<file path="config.mk">
export PLATFORM = sky130hd
export DESIGN_NAME = n_bit_multicycle_adder_module
export DESIGN_NICKNAME = d
export VERILOG_FILES = /design/src/rtl/adder_pkg.sv /design/src/rtl/full_adder_gatelevel_module.sv /design/src/rtl/n_bit_ripple_adder_module.sv /design/src/rtl/n_bit_multicycle_adder_module.sv
export SDC_FILE = /design/constraint.sdc
export NUM_CORES = 1
export LEC_CHECK = 0
export CAP_MARGIN = 40
export CORE_ASPECT_RATIO = 0.5
export CORE_MARGIN = 2
export CORE_UTILIZATION = 35
export DETAILED_ROUTE_END_ITERATION = 10
export GPL_ROUTABILITY_DRIVEN = 0
export PLACE_DENSITY_LB_ADDON = 0.25
export SLEW_MARGIN = 15
export SYNTH_ARGS = -nofsm -noshare
export SYNTH_HDL_FRONTEND = slang
export SYNTH_SLANG_ARGS = --single-unit
</file>
<file path="constraint.sdc">
create_clock -name clk -period 3.5 [get_ports clk]
set_clock_uncertainty 0.1 [all_clocks]
set_input_delay 1.05 -clock clk [delete_from_list [all_inputs] [get_ports clk]]
set_output_delay 1.05 -clock clk [all_outputs]
set_load 0.02 [all_outputs]
</file>
<file path="src/rtl/adder_pkg.sv">
// Shared constants for the chunked multicycle adder: FSM encodings and default sizing.
package adder_pkg;

    typedef enum logic [1:0] {
        IDLE = 2'd0,
        CALC = 2'd1,
        DONE = 2'd2
    } adder_state_t;

    localparam int DEFAULT_WIDTH = 16;
    localparam int DEFAULT_CHUNK = 4;

endpackage

</file>
<file path="src/rtl/full_adder_gatelevel_module.sv">
// One-bit full adder built from gate primitives; the leaf cell of the ripple chain.
module full_adder_gatelevel_module (
    input  logic a,
    input  logic b,
    input  logic cin,
    output logic s,
    output logic cout
);

    logic p;
    logic g;
    logic t;

    xor u_x1 (p, a, b);
    xor u_x2 (s, p, cin);
    and u_a1 (g, a, b);
    and u_a2 (t, p, cin);
    or  u_o1 (cout, g, t);

endmodule

</file>
<file path="src/rtl/n_bit_ripple_adder_module.sv">
// Combinational N-bit ripple-carry adder; also exposes the carry into the MSB for overflow.
module n_bit_ripple_adder_module
    import adder_pkg::*;
#(
    parameter int N = DEFAULT_CHUNK
) (
    input  logic [N-1:0] a,
    input  logic [N-1:0] b,
    input  logic         cin,
    output logic [N-1:0] s,
    output logic         cout,
    output logic         c_msb
);

    logic [N:0] c;

    assign c[0] = cin;

    for (genvar i = 0; i < N; i++) begin : g_fa
        full_adder_gatelevel_module u_fa (
            .a    (a[i]),
            .b    (b[i]),
            .cin  (c[i]),
            .s    (s[i]),
            .cout (c[i+1])
        );
    end

    assign cout  = c[N];
    assign c_msb = c[N-1];

endmodule

</file>
<file path="src/rtl/n_bit_multicycle_adder_module.sv">
// Multicycle adder/subtractor: processes CHUNK bits per clock through one shared ripple adder.
//   state | meaning
//   IDLE  | ready for operands; previous result held on sum/cout/ovf
//   CALC  | adding chunk idx, carry threaded through the carry register
//   DONE  | result valid, waiting for out_ready
module n_bit_multicycle_adder_module
    import adder_pkg::*;
#(
    parameter int WIDTH = DEFAULT_WIDTH,
    parameter int CHUNK = DEFAULT_CHUNK
) (
    input  logic             clk,
    input  logic             rst_n,
    input  logic             in_valid,
    output logic             in_ready,
    input  logic [WIDTH-1:0] a,
    input  logic [WIDTH-1:0] b,
    input  logic             cin,
    input  logic             sub,
    output logic             out_valid,
    input  logic             out_ready,
    output logic [WIDTH-1:0] sum,
    output logic             cout,
    output logic             ovf
);

    localparam int NCHUNK = WIDTH / CHUNK;
    localparam int IDXW   = (NCHUNK > 1) ? $clog2(NCHUNK) : 1;
    localparam logic [IDXW-1:0] LAST_IDX = IDXW'(NCHUNK - 1);

    adder_state_t    state;
    logic [WIDTH-1:0] op_a;
    logic [WIDTH-1:0] op_b;
    logic            carry;
    logic [IDXW-1:0] idx;

    logic [CHUNK-1:0] a_chunk;
    logic [CHUNK-1:0] b_chunk;
    logic [CHUNK-1:0] s_chunk;
    logic             c_out;
    logic             c_msb;

    always_comb begin
        a_chunk = op_a[int'(idx)*CHUNK +: CHUNK];
        b_chunk = op_b[int'(idx)*CHUNK +: CHUNK];
    end

    n_bit_ripple_adder_module #(.N(CHUNK)) u_ripple (
        .a     (a_chunk),
        .b     (b_chunk),
        .cin   (carry),
        .s     (s_chunk),
        .cout  (c_out),
        .c_msb (c_msb)
    );

    assign in_ready  = (state == IDLE);
    assign out_valid = (state == DONE);

    // b is stored pre-inverted for subtraction so CALC never looks at the mode again.
    always_ff @(posedge clk or negedge rst_n) begin
        if (!rst_n) begin
            state <= IDLE;
            op_a  <= '0;
            op_b  <= '0;
            carry <= 1'b0;
            idx   <= '0;
            sum   <= '0;
            cout  <= 1'b0;
            ovf   <= 1'b0;
        end else begin
            case (state)
                IDLE: begin
                    if (in_valid) begin
                        op_a  <= a;
                        op_b  <= sub ? ~b : b;
                        carry <= sub ? 1'b1 : cin;
                        idx   <= '0;
                        state <= CALC;
                    end
                end
                CALC: begin
                    sum[int'(idx)*CHUNK +: CHUNK] <= s_chunk;
                    carry <= c_out;
                    idx   <= idx + 1'b1;
                    if (idx == LAST_IDX) begin
                        cout  <= c_out;
                        ovf   <= c_msb ^ c_out;
                        state <= DONE;
                    end
                end
                DONE: begin
                    if (out_ready) state <= IDLE;
                end
                default: state <= IDLE;
            endcase
        end
    end

endmodule

</file>
## Word level (Yosys, flattened, before mapping)

Cells that the tools add are included.

- Register bits after elaboration: 55
- Bits in latches: 0
- RAM bits: 0
- Memory bits (read-only): 0
- Input bits: 38
- Output and inout port bits: 20
- Logic and storage cells: 59
- Memories kept: 0

- $add $sub $neg: 2
- Multiply operators: 0
- Div/mod/pow operators: 0
- $lt $le $gt $ge: 0
- Equal/unequal tests: 6
- Shifts and indexed selects: 4
- Muxes and demuxes: 11
- Bitwise logic cells: 22
- Reductions and logical operators: 6

Operators with widths:

| kind | number |
|---|---|
| $neg 4->33 | 1 |
| $shift 4x33->16 const A | 1 |
| $shiftx 4x33->16 | 1 |
| $shiftx 16x5->4 | 2 |
| $bwmux 16 | 1 |
| $mux 16 | 1 |
| $not 16->16 | 1 |
| $xor 1x1->1 | 9 |
| $and 1x1->1 | 8 |
| $mux 2 | 4 |
| $pmux 2 s3 | 1 |
| $reduce_and 2->1 | 3 |
| $eq 2x2->1 const B | 2 |
| $ne 2x2->1 const B | 2 |
| $or 1x1->1 | 4 |
| $pmux 2 s2 | 1 |
| $reduce_and 3->1 | 1 |
| $add 2x1->2 const B | 1 |
| $eq 2x1->1 const B | 1 |
| $logic_not 2->1 | 1 |
| $mux 1 | 2 |
| $ne 2x1->1 const B | 1 |
| $pmux 1 s2 | 1 |
| $reduce_bool 2->1 | 1 |

## Depth between registers and ports, before layout

Gate-level depths: netlist (run 1).

- Word-level depth: 11
- Depth in mapped cells: 11
- Depth with buffers taken out: 9

## Modules after synthesis

Synthesis (run 1) repeated with hierarchy kept, for this count alone.

- Cell total of the unflattened synthesis: 245
- Area total of the unflattened synthesis: 2776.4 sq um

Modules (own cells, without submodules):

| module | times used | cells each | area each (sq um) | seq. area each (sq um) |
|---|---|---|---|---|
| n_bit_multicycle_adder_module | 1 | 241 | 2696.3 | 1376.3 |
| full_adder_gatelevel_module | 4 | 1 | 20.0 | 0.0 |

## Worst setup path before layout (run 1)

Ideal clock, no wire load.

- Path type: register -> register
- Start point: reg idx[0]
- End point: reg sum[7]
- Setup time: 125 ps
- Arrival time: 2950 ps
- Data required time: 3275 ps
- Setup slack: 325 ps
- Stages on the path, launching flop included: 12
- Path buffers: 2
- Clock period less this slack: 3175 ps
- Path through: dfrtp_1 > buf_4 > buf_6 > mux4_2 > fa_1 > inv_1 > fa_1 > fa_1 > inv_1 > fa_1 > and4b_1 > mux2_2

- Longest elaborated chain between the ends: 11
- Elaborated cells on any way between the ends: 23
- Classes of those cells: add/sub (1); shift (4); mux (1); bitwise (17)

RTL lines:

| item | RTL line | source |
|---|---|---|
| start: declaration | n_bit_multicycle_adder_module.sv:35 | `logic [IDXW-1:0] idx;` |
| start signal: assignment | n_bit_multicycle_adder_module.sv:85 | `idx <= idx + 1'b1;` |
| $shiftx 16x5->4, on equally long branches | n_bit_multicycle_adder_module.sv:44, n_bit_multicycle_adder_module.sv:45 |  |
| $xor 1x1->1 | full_adder_gatelevel_module.sv:14 | `xor u_x1 (p, a, b);` |
| $and 1x1->1 | full_adder_gatelevel_module.sv:17 | `and u_a2 (t, p, cin);` |
| $or 1x1->1 | full_adder_gatelevel_module.sv:18 | `or u_o1 (cout, g, t);` |
| $and 1x1->1 | full_adder_gatelevel_module.sv:17 |  |
| $or 1x1->1 | full_adder_gatelevel_module.sv:18 |  |
| $and 1x1->1 | full_adder_gatelevel_module.sv:17 |  |
| $or 1x1->1 | full_adder_gatelevel_module.sv:18 |  |
| $xor 1x1->1 | full_adder_gatelevel_module.sv:15 | `xor u_x2 (s, p, cin);` |
| $shiftx 4x33->16 | n_bit_multicycle_adder_module.sv:83 | `sum[int'(idx)*CHUNK +: CHUNK] <= s_chunk;` |
| $bwmux 16 * | n_bit_multicycle_adder_module.sv:83 |  |
| end signal: indexed assignment | n_bit_multicycle_adder_module.sv:83 |  |
| end: declaration | n_bit_multicycle_adder_module.sv:22 | `output logic [WIDTH-1:0] sum,` |

Mark *: on every way between the ends. The rest lies on a longest branch, timed or not.
A chain may end at the register's enable or synchronous reset.

## Final worst setup path (run 1)

- Start point: reg idx[0]
- End point: reg sum[15]

The elaborated chain is that of the path after synthesis.

==> impl_metrics.py, run 1 <==
metrics = {
    "outcome": {
        "status": "finished clean",
    },
    "layout": {
        "antenna_cells": 0,
        "fin_cells": 369,
        "final_common_cell": "clkdlybuf4s50_1",
        "fill_cells": 744,
        "syn_to_final_growth_pct": 28.0,
        "layout_common_cells": "56 x clkdlybuf4s50_1, 55 x dfrtp_1, 48 x mux2_2",
        "drive_above_1_share_pct": 30.7,
        "fin_nets": 304,
    },
    "routing": {
        "wl_per_cell_um": 15.2,
        "drtPass1Iterations": 4,
        "wl_mm": 5.62,
        "vias_per_cell": 4.78,
        "via_count": 1763,
        "drtIter0Drc": 122,
        "drc": 0,
        "drtAntennaViolNets": 0,
    },
    "timing": {
        "relSlewSlack_pct": 65.6,
        "finalSetupViolCount": 0,
        "maxSlewViolCount": 0,
        "max_freq_mhz": 318,
        "setup_tns_ns": 0,
        "period_minus_slack_ns": 3.15,
        "rsz0062_at_grt": "false",
        "holdWs_ns": 0.387,
        "tightest_slew_ns": 0.516,
        "min_period_over_period_pct": 90.0,
        "finalHoldViolCount": 0,
    },
    "clock_network": {
        "cts_made_buffers": 5,
        "tritoncts": "yes",
        "clkSinkCount": 55,
        "cts_buffer_depth": 2,
        "root_buffer": "clkbuf_16",
        "cts_max_level": 2,
        "clk_pin_slew_ns": 0.07,
        "post-cts-setup-buffers": 0,
        "hold_buffers": 0,
        "cts_resized": 0,
        "clock_latency_ns": 0.30,
    },
    "logic_synthesis": {
        "ys_seq_area_share_pct": 47.6,
        "synth_top_area_share_pct": 47.6,
        "ys_warn_count": 0,
        "synth_area_sq_um": 2890,
        "avgSynthCellArea_sq_um": 14.6,
        "syn_nets": 246,
        "synth_cell_type_count": 31,
        "netlist_instances": 198,
        "yosys.area.top_type": "dfrtp_1",
        "ys_seq_elements": 55,
        "async_reset_ff_share_pct": 100,
        "ys_dominant_reg_cell": "dfrtp_1",
        "synth_edf_count": 0,
        "synthTopCellsByArea": "dfrtp_1 48%, mux2_2 19%, mux4_2 6.2%",
    },
    "global_routing": {
        "grt_use_total_pct": 13.5,
        "grt_max_degree": 33,
        "antenna_found_initial": 0,
        "grt_pass1_vias": 1847,
        "grt_pass1_wl_mm": 9.16,
        "grt_overflow": 0,
    },
    "power": {
        "ir_drop_mv": 0.539,
        "sequentialPowerShare_pct": 30.9,
        "p_int_uw": 2320,
        "switching_share_pct": 36.8,
        "p_per_area_nw_per_um2": 993,
        "p_leak_uw": 0.00157,
        "p_sw_uw": 1350,
        "p_clk_share_pct": 14.4,
        "combPwrFrac_pct": 54.7,
    },
    "critical_path": {
        "worstReg2RegStart": "idx[0]",
        "r2r_slack_ns": 0.35,
        "r2r_cells": 9,
        "path_class": "flop to flop",
        "cp-startpoint": "idx[0]",
        "cp_max_fo": 5,
        "end_kind": "flop",
        "cp-start-kind": "flop",
        "r2r-end": "sum[15]",
        "worstPathArrival_ns": 3.29,
        "required_ns": 3.64,
    },
    "floorplanning": {
        "die_area_sq_um": 9050,
        "fp.coreArea_sq_um": 8000,
        "dieHeight_um": 68.3,
        "io-pin-count": 58,
        "die_w_um": 133,
        "start_util_pct": 36.1,
        "fp-row-count": 23,
    },
    "job": {
        "drv_cap": 0,
    },
    "worst_hold_path": {
        "hold_path.startpoint": "op_b[3]",
        "worstHoldEndpoint": "op_b[3]",
        "hold_class": "flop to flop",
        "hold_depth": 1,
    },
    "place": {
        "place_hpwl_mm": 4.26,
        "placed_cells": 361,
        "io_buffers": 57,
    },
}
## worst max-delay path by stage
stage / depth (start not counted) / to / slack [ns]
floorplan: 11 / sum[7] / 0.33
global placement: 9 / sum[11] / 0.44
detailed placement: 9 / sum[15] / 0.41
CTS: 9 / sum[15] / 0.37
global route: 9 / sum[15] / 0.23
finish: 9 / sum[15] / 0.35
## power groups by stage
stage                     sequential, uW  combinational [uW]  clock [uW]
after floorplan                     1150                1420           0
after global placement              1150                1960           0
after detailed placement            1160                2000           0
after CTS                           1140                2000         545
after global routing                1180                2160         572
final                               1130                2010         530
## worst max-delay path, stage by stage (launching register included)
cell	delay, ns
dfrtp_1	0.47
mux4_2	0.55
fa_1	0.39
inv_1	0.07
fa_1	0.19
fa_1	0.21
inv_1	0.06
fa_1	0.56
nor4bb_1	0.30
mux2_2	0.20
## sequential cells by signal (all words and copies together), names as in the netlist
| register | cells |
|---|---|
| idx | 2 |
| cout | 1 |
| op_a | 16 |
| carry | 1 |
| state | 2 |
| ovf | 1 |
| sum | 16 |
| op_b | 16 |
## routing by layer
metal,global-route usage (%),share of wire (%),wire length [um]
met1,16.3,45,2500
met4,5.65,1.6,91
met3,3.93,4.3,243
met5,0,0,0
met2,23.5,50,2780
## cell usage after synthesis, types with 4 or more instances
| library cell | count |
|---|---|
| inv_1 | 10 |
| buf_4 | 5 |
| ha_1 | 6 |
| mux4_2 | 8 |
| fa_1 | 4 |
| mux2_2 | 48 |
| nor4bb_1 | 8 |
| xor2_1 | 16 |
| dfrtp_1 | 55 |
| buf_6 | 5 |
| nor4b_1 | 6 |
## layout make-up
| class | instances | area (sq um) | share of cell area, % |
|---|---|---|---|
| clock inverter | 1 | 7.51 | 0.203 |
| timing repair buffer | 64 | 618 | 16.7 |
| inverter | 10 | 37.5 | 1.01 |
| sequential | 55 | 1380 | 37.2 |
| tap | 112 | 140 | 3.79 |
| clock buffer | 7 | 153 | 4.12 |
| multi-input combinational | 120 | 1370 | 37.0 |
## cell families after synthesis
| logic type | share of synthesized area, % |
|---|---|
| buf+inv | 5.02 |
| fa+ha+maj | 5.37 |
| simple gates | 9.39 |
| mux | 26.2 |
| xor+xnor | 5.15 |
| compound gates | 1.30 |
| flops | 47.6 |
## per-stage QoR
step | utilization, % | setup WS (ns) | instance area, sq um | total power (uW)
after floorplan | - | 0.325 | 2890 | 2570
final | 46.3 | 0.351 | 3700 | 3680
after detailed placement | 44.3 | 0.408 | 3540 | 3160
after global routing | 46.3 | 0.227 | 3700 | 3910
after CTS | 46.3 | 0.369 | 3700 | 3690
after global placement | 44.3 | 0.444 | 3540 | 3110
No activity file was read; power rests on OpenSTA's default activity.
==> run 2, diff against run 1 <==
--- a/config.mk
+++ b/config.mk
@@ -6,11 +6,11 @@
 export NUM_CORES = 1
 export LEC_CHECK = 0
 export CAP_MARGIN = 40
-export CORE_ASPECT_RATIO = 0.5
 export CORE_MARGIN = 2
 export CORE_UTILIZATION = 35
 export DETAILED_ROUTE_END_ITERATION = 10
 export GPL_ROUTABILITY_DRIVEN = 0
+export GPL_TIMING_DRIVEN = 0
 export PLACE_DENSITY_LB_ADDON = 0.25
 export SLEW_MARGIN = 15
 export SYNTH_ARGS = -nofsm -noshare
==> impl_metrics.py, run 2 (synthesized netlist as in run 1, its figures left out) <==
metrics = {
    "floorplanning": {
        "dieHeight_um": 94.9,
        "fp.coreArea_sq_um": 8090,
        "die_area_sq_um": 9000,
        "fp-row-count": 33,
        "start_util_pct": 35.7,
        "io-pin-count": 58,
        "die_w_um": 94.9,
    },
    "power": {
        "sequentialPowerShare_pct": 30.2,
        "p_sw_uw": 1310,
        "p_int_uw": 2290,
        "switching_share_pct": 36.4,
        "combPwrFrac_pct": 60.4,
        "p_per_area_nw_per_um2": 970,
        "ir_drop_mv": 0.392,
        "p_clk_share_pct": 9.4,
        "p_leak_uw": 0.00159,
    },
    "clock_network": {
        "clkSinkCount": 55,
        "cts_made_buffers": 5,
        "clock_latency_ns": 0.30,
        "cts_buffer_depth": 2,
        "cts_max_level": 2,
        "tritoncts": "yes",
        "clk_pin_slew_ns": 0.09,
        "root_buffer": "clkbuf_8",
    },
    "global_routing": {
        "grt_pass1_vias": 1828,
        "grt_use_total_pct": 13.1,
        "grt_pass1_wl_mm": 8.96,
        "antenna_found_initial": 0,
        "grt_max_degree": 56,
        "grt_overflow": 0,
    },
    "place": {
        "place_hpwl_mm": 4.14,
        "io_buffers": 56,
    },
    "critical_path": {
        "worstPathArrival_ns": 3.47,
        "r2r-end": "sum[11]",
        "cp-startpoint": "idx[0]",
        "endpoint": "sum[11]",
        "r2r_cells": 11,
        "cp-start-kind": "flop",
        "cp_max_fo": 10,
        "end_kind": "flop",
        "r2r_slack_ns": 0.18,
        "path_class": "flop to flop",
        "required_ns": 3.65,
        "worstReg2RegStart": "idx[0]",
    },
    "layout": {
        "fill_cells": 756,
        "antenna_cells": 0,
        "drive_above_1_share_pct": 33.6,
        "finalCoreUtilization_pct": 45.9,
        "largest_registers": "op_a (16), op_b (16), sum (16)",
        "layout_common_cells": "55 x dfrtp_1, 55 x clkdlybuf4s50_1, 48 x mux2_2",
        "syn_to_final_growth_pct": 28.6,
        "fin_nets": 312,
    },
    "timing": {
        "finalHoldViolCount": 0,
        "maxSlewViolCount": 0,
        "rsz0062_at_grt": "false",
        "min_period_over_period_pct": 94.8,
        "max_freq_mhz": 301,
        "holdWs_ns": 0.402,
        "period_minus_slack_ns": 3.32,
        "tightest_slew_ns": 0.699,
        "relSlewSlack_pct": 53.4,
        "finalSetupViolCount": 0,
    },
    "routing": {
        "wl_per_cell_um": 15.1,
        "drtAntennaViolNets": 0,
        "wl_mm": 5.58,
        "vias_per_cell": 4.75,
        "drtIter0Drc": 76,
        "via_count": 1757,
        "drtPass1Iterations": 4,
        "drc": 0,
    },
    "worst_hold_path": {
        "hold_class": "flop to flop",
    },
    "job": {
        "drv_cap": 0,
    },
    "outcome": {
        "status": "finished clean",
    },
}
==> run 2: repair_timing <==
action,in CTS,in global routing
hold buffers,0,0
endpoints found under the setup margin,4,3
gates cloned,0,0
gates resized for setup,3,4
buffers inserted,1,2
==> run 2: cell type report <==
cell class	instances	area [sq um]	share of cell area [%]
clock buffer	7	76.3	2.05
sequential	55	1380	37.0
tap	105	131	3.53
buffer	13	116	3.13
clock inverter	1	5.00	0.135
multi-input combinational	120	1390	37.5
inverter	10	37.5	1.01
timing repair buffer	59	581	15.6
==> run 2: metal layers <==
metal | GRT usage [%] | wire, um | vias to the layer above
met1 | 17.2 | 2510 | 878
met5 | 0 | 0 | -
met4 | 3.26 | 32 | 0
met2 | 22.2 | 2800 | 40
met3 | 2.87 | 236 | 4
li1 | - | - | 835
==> run 2: per-stage QoR <==
step	setup TNS (ns)	cell area, sq um	worst slack, ns	power, uW	std cells
after floorplan	0	2890	0.325	2570	198
after global placement	-25.60	3580	-0.467	3170	359
after detailed placement	-0.130	3580	-0.0817	3200	359
after CTS	0	3680	0.0424	3580	368
after global routing	0	3720	0.0128	3890	370
final	0	3720	0.183	3610	370
==> run 2: power groups by stage <==
| stage | sequential [uW] | clock, uW | combinational (uW) |
|---|---|---|---|
| 2_1_floorplan | 1150 | 0 | 1420 |
| 3_3_place_gp | 1100 | 0 | 2060 |
| 3_5_place_dp | 1110 | 0 | 2090 |
| 4_1_cts | 1090 | 354 | 2130 |
| 5_1_grt | 1130 | 374 | 2380 |
| 6_report | 1090 | 339 | 2180 |
==> run 2: worst min-delay path by stage <==
stage                to  cells after the start  slack [ns]      from
6_report        op_b[3]                      1        0.40   op_b[3]
3_5_place_dp    op_b[3]                      1        0.38   op_b[3]
3_3_place_gp    op_b[3]                      1        0.37   op_b[3]
2_1_floorplan   op_b[3]                      1        0.35   op_b[3]
4_1_cts         op_b[3]                      1        0.40   op_b[3]
5_1_grt        op_a[10]                      1        0.43  op_a[10]
==> run 2: critical path: stages (launching register included) <==
cell	delay, ns
dfrtp_1	0.40
buf_8	0.12
buf_6	0.14
mux4_2	0.52
fa_1	0.41
inv_1	0.08
fa_1	0.17
fa_1	0.20
inv_1	0.07
fa_2	0.57
nor4bb_4	0.30
mux2_4	0.18
==> run 3, diff against run 2 <==
--- a/config.mk
+++ b/config.mk
@@ -8,6 +8,7 @@
 export CAP_MARGIN = 40
 export CORE_MARGIN = 2
 export CORE_UTILIZATION = 35
+export CTS_CLUSTER_DIAMETER = 30
 export DETAILED_ROUTE_END_ITERATION = 10
 export GPL_ROUTABILITY_DRIVEN = 0
 export GPL_TIMING_DRIVEN = 0
==> constraint.sdc (replaced) <==
create_clock -name clk -period 3.8 [get_ports clk]
set_clock_uncertainty 0.1 [all_clocks]
set_input_delay 1.14 -clock clk [delete_from_list [all_inputs] [get_ports clk]]
set_output_delay 1.14 -clock clk [all_outputs]
set_load 0.02 [all_outputs]
==> impl_metrics.py, run 3 (synthesized netlist as in run 1, its figures left out) <==
metrics = {
    "critical_path": {
        "cp-start-kind": "flop",
        "worstReg2RegStart": "idx[0]",
        "r2r_cells": 11,
        "cp-startpoint": "idx[0]",
        "required_ns": 3.95,
        "path_class": "flop to flop",
        "worstPathArrival_ns": 3.74,
        "r2r_slack_ns": 0.21,
        "end_kind": "flop",
        "cp_max_fo": 10,
    },
    "floorplanning": {
        "fp-row-count": 33,
        "fp.coreArea_sq_um": 8090,
        "die_w_um": 94.9,
        "dieHeight_um": 94.9,
        "die_area_sq_um": 9000,
        "io-pin-count": 58,
        "start_util_pct": 35.7,
    },
    "global_routing": {
        "grt_use_total_pct": 13.1,
        "grt_pass1_wl_mm": 8.89,
        "grt_overflow": 0,
        "grt_pass1_vias": 1815,
        "grt_max_degree": 56,
        "antenna_found_initial": 0,
    },
    "layout": {
        "syn_to_final_growth_pct": 26.7,
        "fin_nets": 309,
        "antenna_cells": 0,
        "drive_above_1_share_pct": 31.3,
        "largest_registers": "op_a (16), op_b (16), sum (16)",
        "layout_common_cells": "55 x dfrtp_1, 55 x clkdlybuf4s50_1, 48 x mux2_2",
        "fin_cells": 367,
    },
    "timing": {
        "relSlewSlack_pct": 53.4,
        "finalHoldViolCount": 0,
        "maxSlewViolCount": 0,
        "min_period_over_period_pct": 94.5,
        "rsz0062_at_grt": "false",
        "finalSetupViolCount": 0,
        "setup_tns_ns": 0,
        "tightest_slew_ns": 0.699,
        "period_minus_slack_ns": 3.59,
        "max_freq_mhz": 278,
    },
    "routing": {
        "drtIter0Drc": 73,
        "wl_per_cell_um": 15.2,
        "vias_per_cell": 4.80,
        "drc": 0,
        "via_count": 1761,
        "drtAntennaViolNets": 0,
        "wl_mm": 5.57,
        "drtPass1Iterations": 4,
    },
    "job": {
        "drv_cap": 0,
    },
    "worst_hold_path": {
        "hold_depth": 1,
        "hold_path.startpoint": "op_b[3]",
        "hold_class": "flop to flop",
    },
    "clock_network": {
        "root_buffer": "clkbuf_8",
        "clk_pin_slew_ns": 0.09,
        "cts_resized": 0,
        "clock_latency_ns": 0.30,
        "cts_made_buffers": 5,
        "tritoncts": "yes",
        "cts_buffer_depth": 2,
        "cts_max_level": 2,
        "post-cts-setup-buffers": 0,
        "clkSinkCount": 55,
        "hold_buffers": 0,
    },
    "power": {
        "p_leak_uw": 0.00156,
        "p_per_area_nw_per_um2": 879,
        "ir_drop_mv": 0.352,
    },
    "place": {
        "placed_cells": 359,
        "io_buffers": 56,
        "place_hpwl_mm": 4.14,
    },
    "outcome": {
        "status": "finished clean",
    },
}
[run 3: changes by cell type in the layout (fill, tap and decap cells not counted)]
cell / previous run / this run
buf_4: 8 / 6
buf_8: 1 / 0
clkbuf_1: 2 / 3
clkbuf_2: 1 / 0
fa_1: 3 / 4
fa_2: 1 / 0
nor4bb_1: 6 / 8
nor4bb_2: 1 / 0
nor4bb_4: 1 / 0
[run 3: cell type report]
| cell class | count | area, sq um |
|---|---|---|
| Fill cell | 764 | 4430 |
| Sequential cell | 55 | 1380 |
| Multi-Input combinational cell | 120 | 1370 |
| Timing Repair Buffer | 56 | 558 |
| Tap cell | 105 | 131 |
| Buffer | 13 | 108 |
| Clock buffer | 7 | 76.3 |
| Inverter | 10 | 37.5 |
| Clock inverter | 1 | 5.00 |
[run 3: path summary, 6_finish.rpt]
check,endpoint
max in group asynchronous,cout
max,sum[11]
min in group asynchronous,sum[6]
max reg2reg,sum[11]
min,op_b[3]
min reg2reg,op_b[3]
[run 3: through the flow]
stage                     utilization [%]  power, uW  cell area, sq um  hold slack, ns  worst slack, ns
after CTS                            45.3       3270              3660           0.401            0.185
after global routing                 45.3       3460              3660           0.427           0.0597
after global placement               44.3       2920              3580           0.374           -0.257
after floorplan                         -       2370              2890           0.353            0.625
final                                45.3       3220              3660           0.403            0.208
after detailed placement             44.2       2950              3580           0.378            0.218
[run 3: metal layers]
layer | vias up | share of wire, % | GRT usage (%)
li1 | 829 | - | -
met1 | 886 | 45 | 17.1
met2 | 42 | 50 | 22.0
met3 | 4 | 4.3 | 2.87
met4 | 0 | 0.61 | 3.26
met5 | - | 0 | 0
[run 3: where the power goes]
group	internal [uW]	total, uW	switching (uW)
Clock	130	312	182
Sequential	857	1010	148
Combinational	1040	1900	863
Total	2020	3220	1190
[run 3: worst max-delay path: stages (launching register included)]
cell and delay (ns):
dfrtp_1 0.43, buf_4 0.24, buf_6 0.17, mux4_2 0.51, fa_1 0.41, inv_1 0.08
fa_1 0.17, fa_1 0.20, inv_1 0.06, fa_1 0.57, nor4bb_1 0.37, mux2_4 0.21
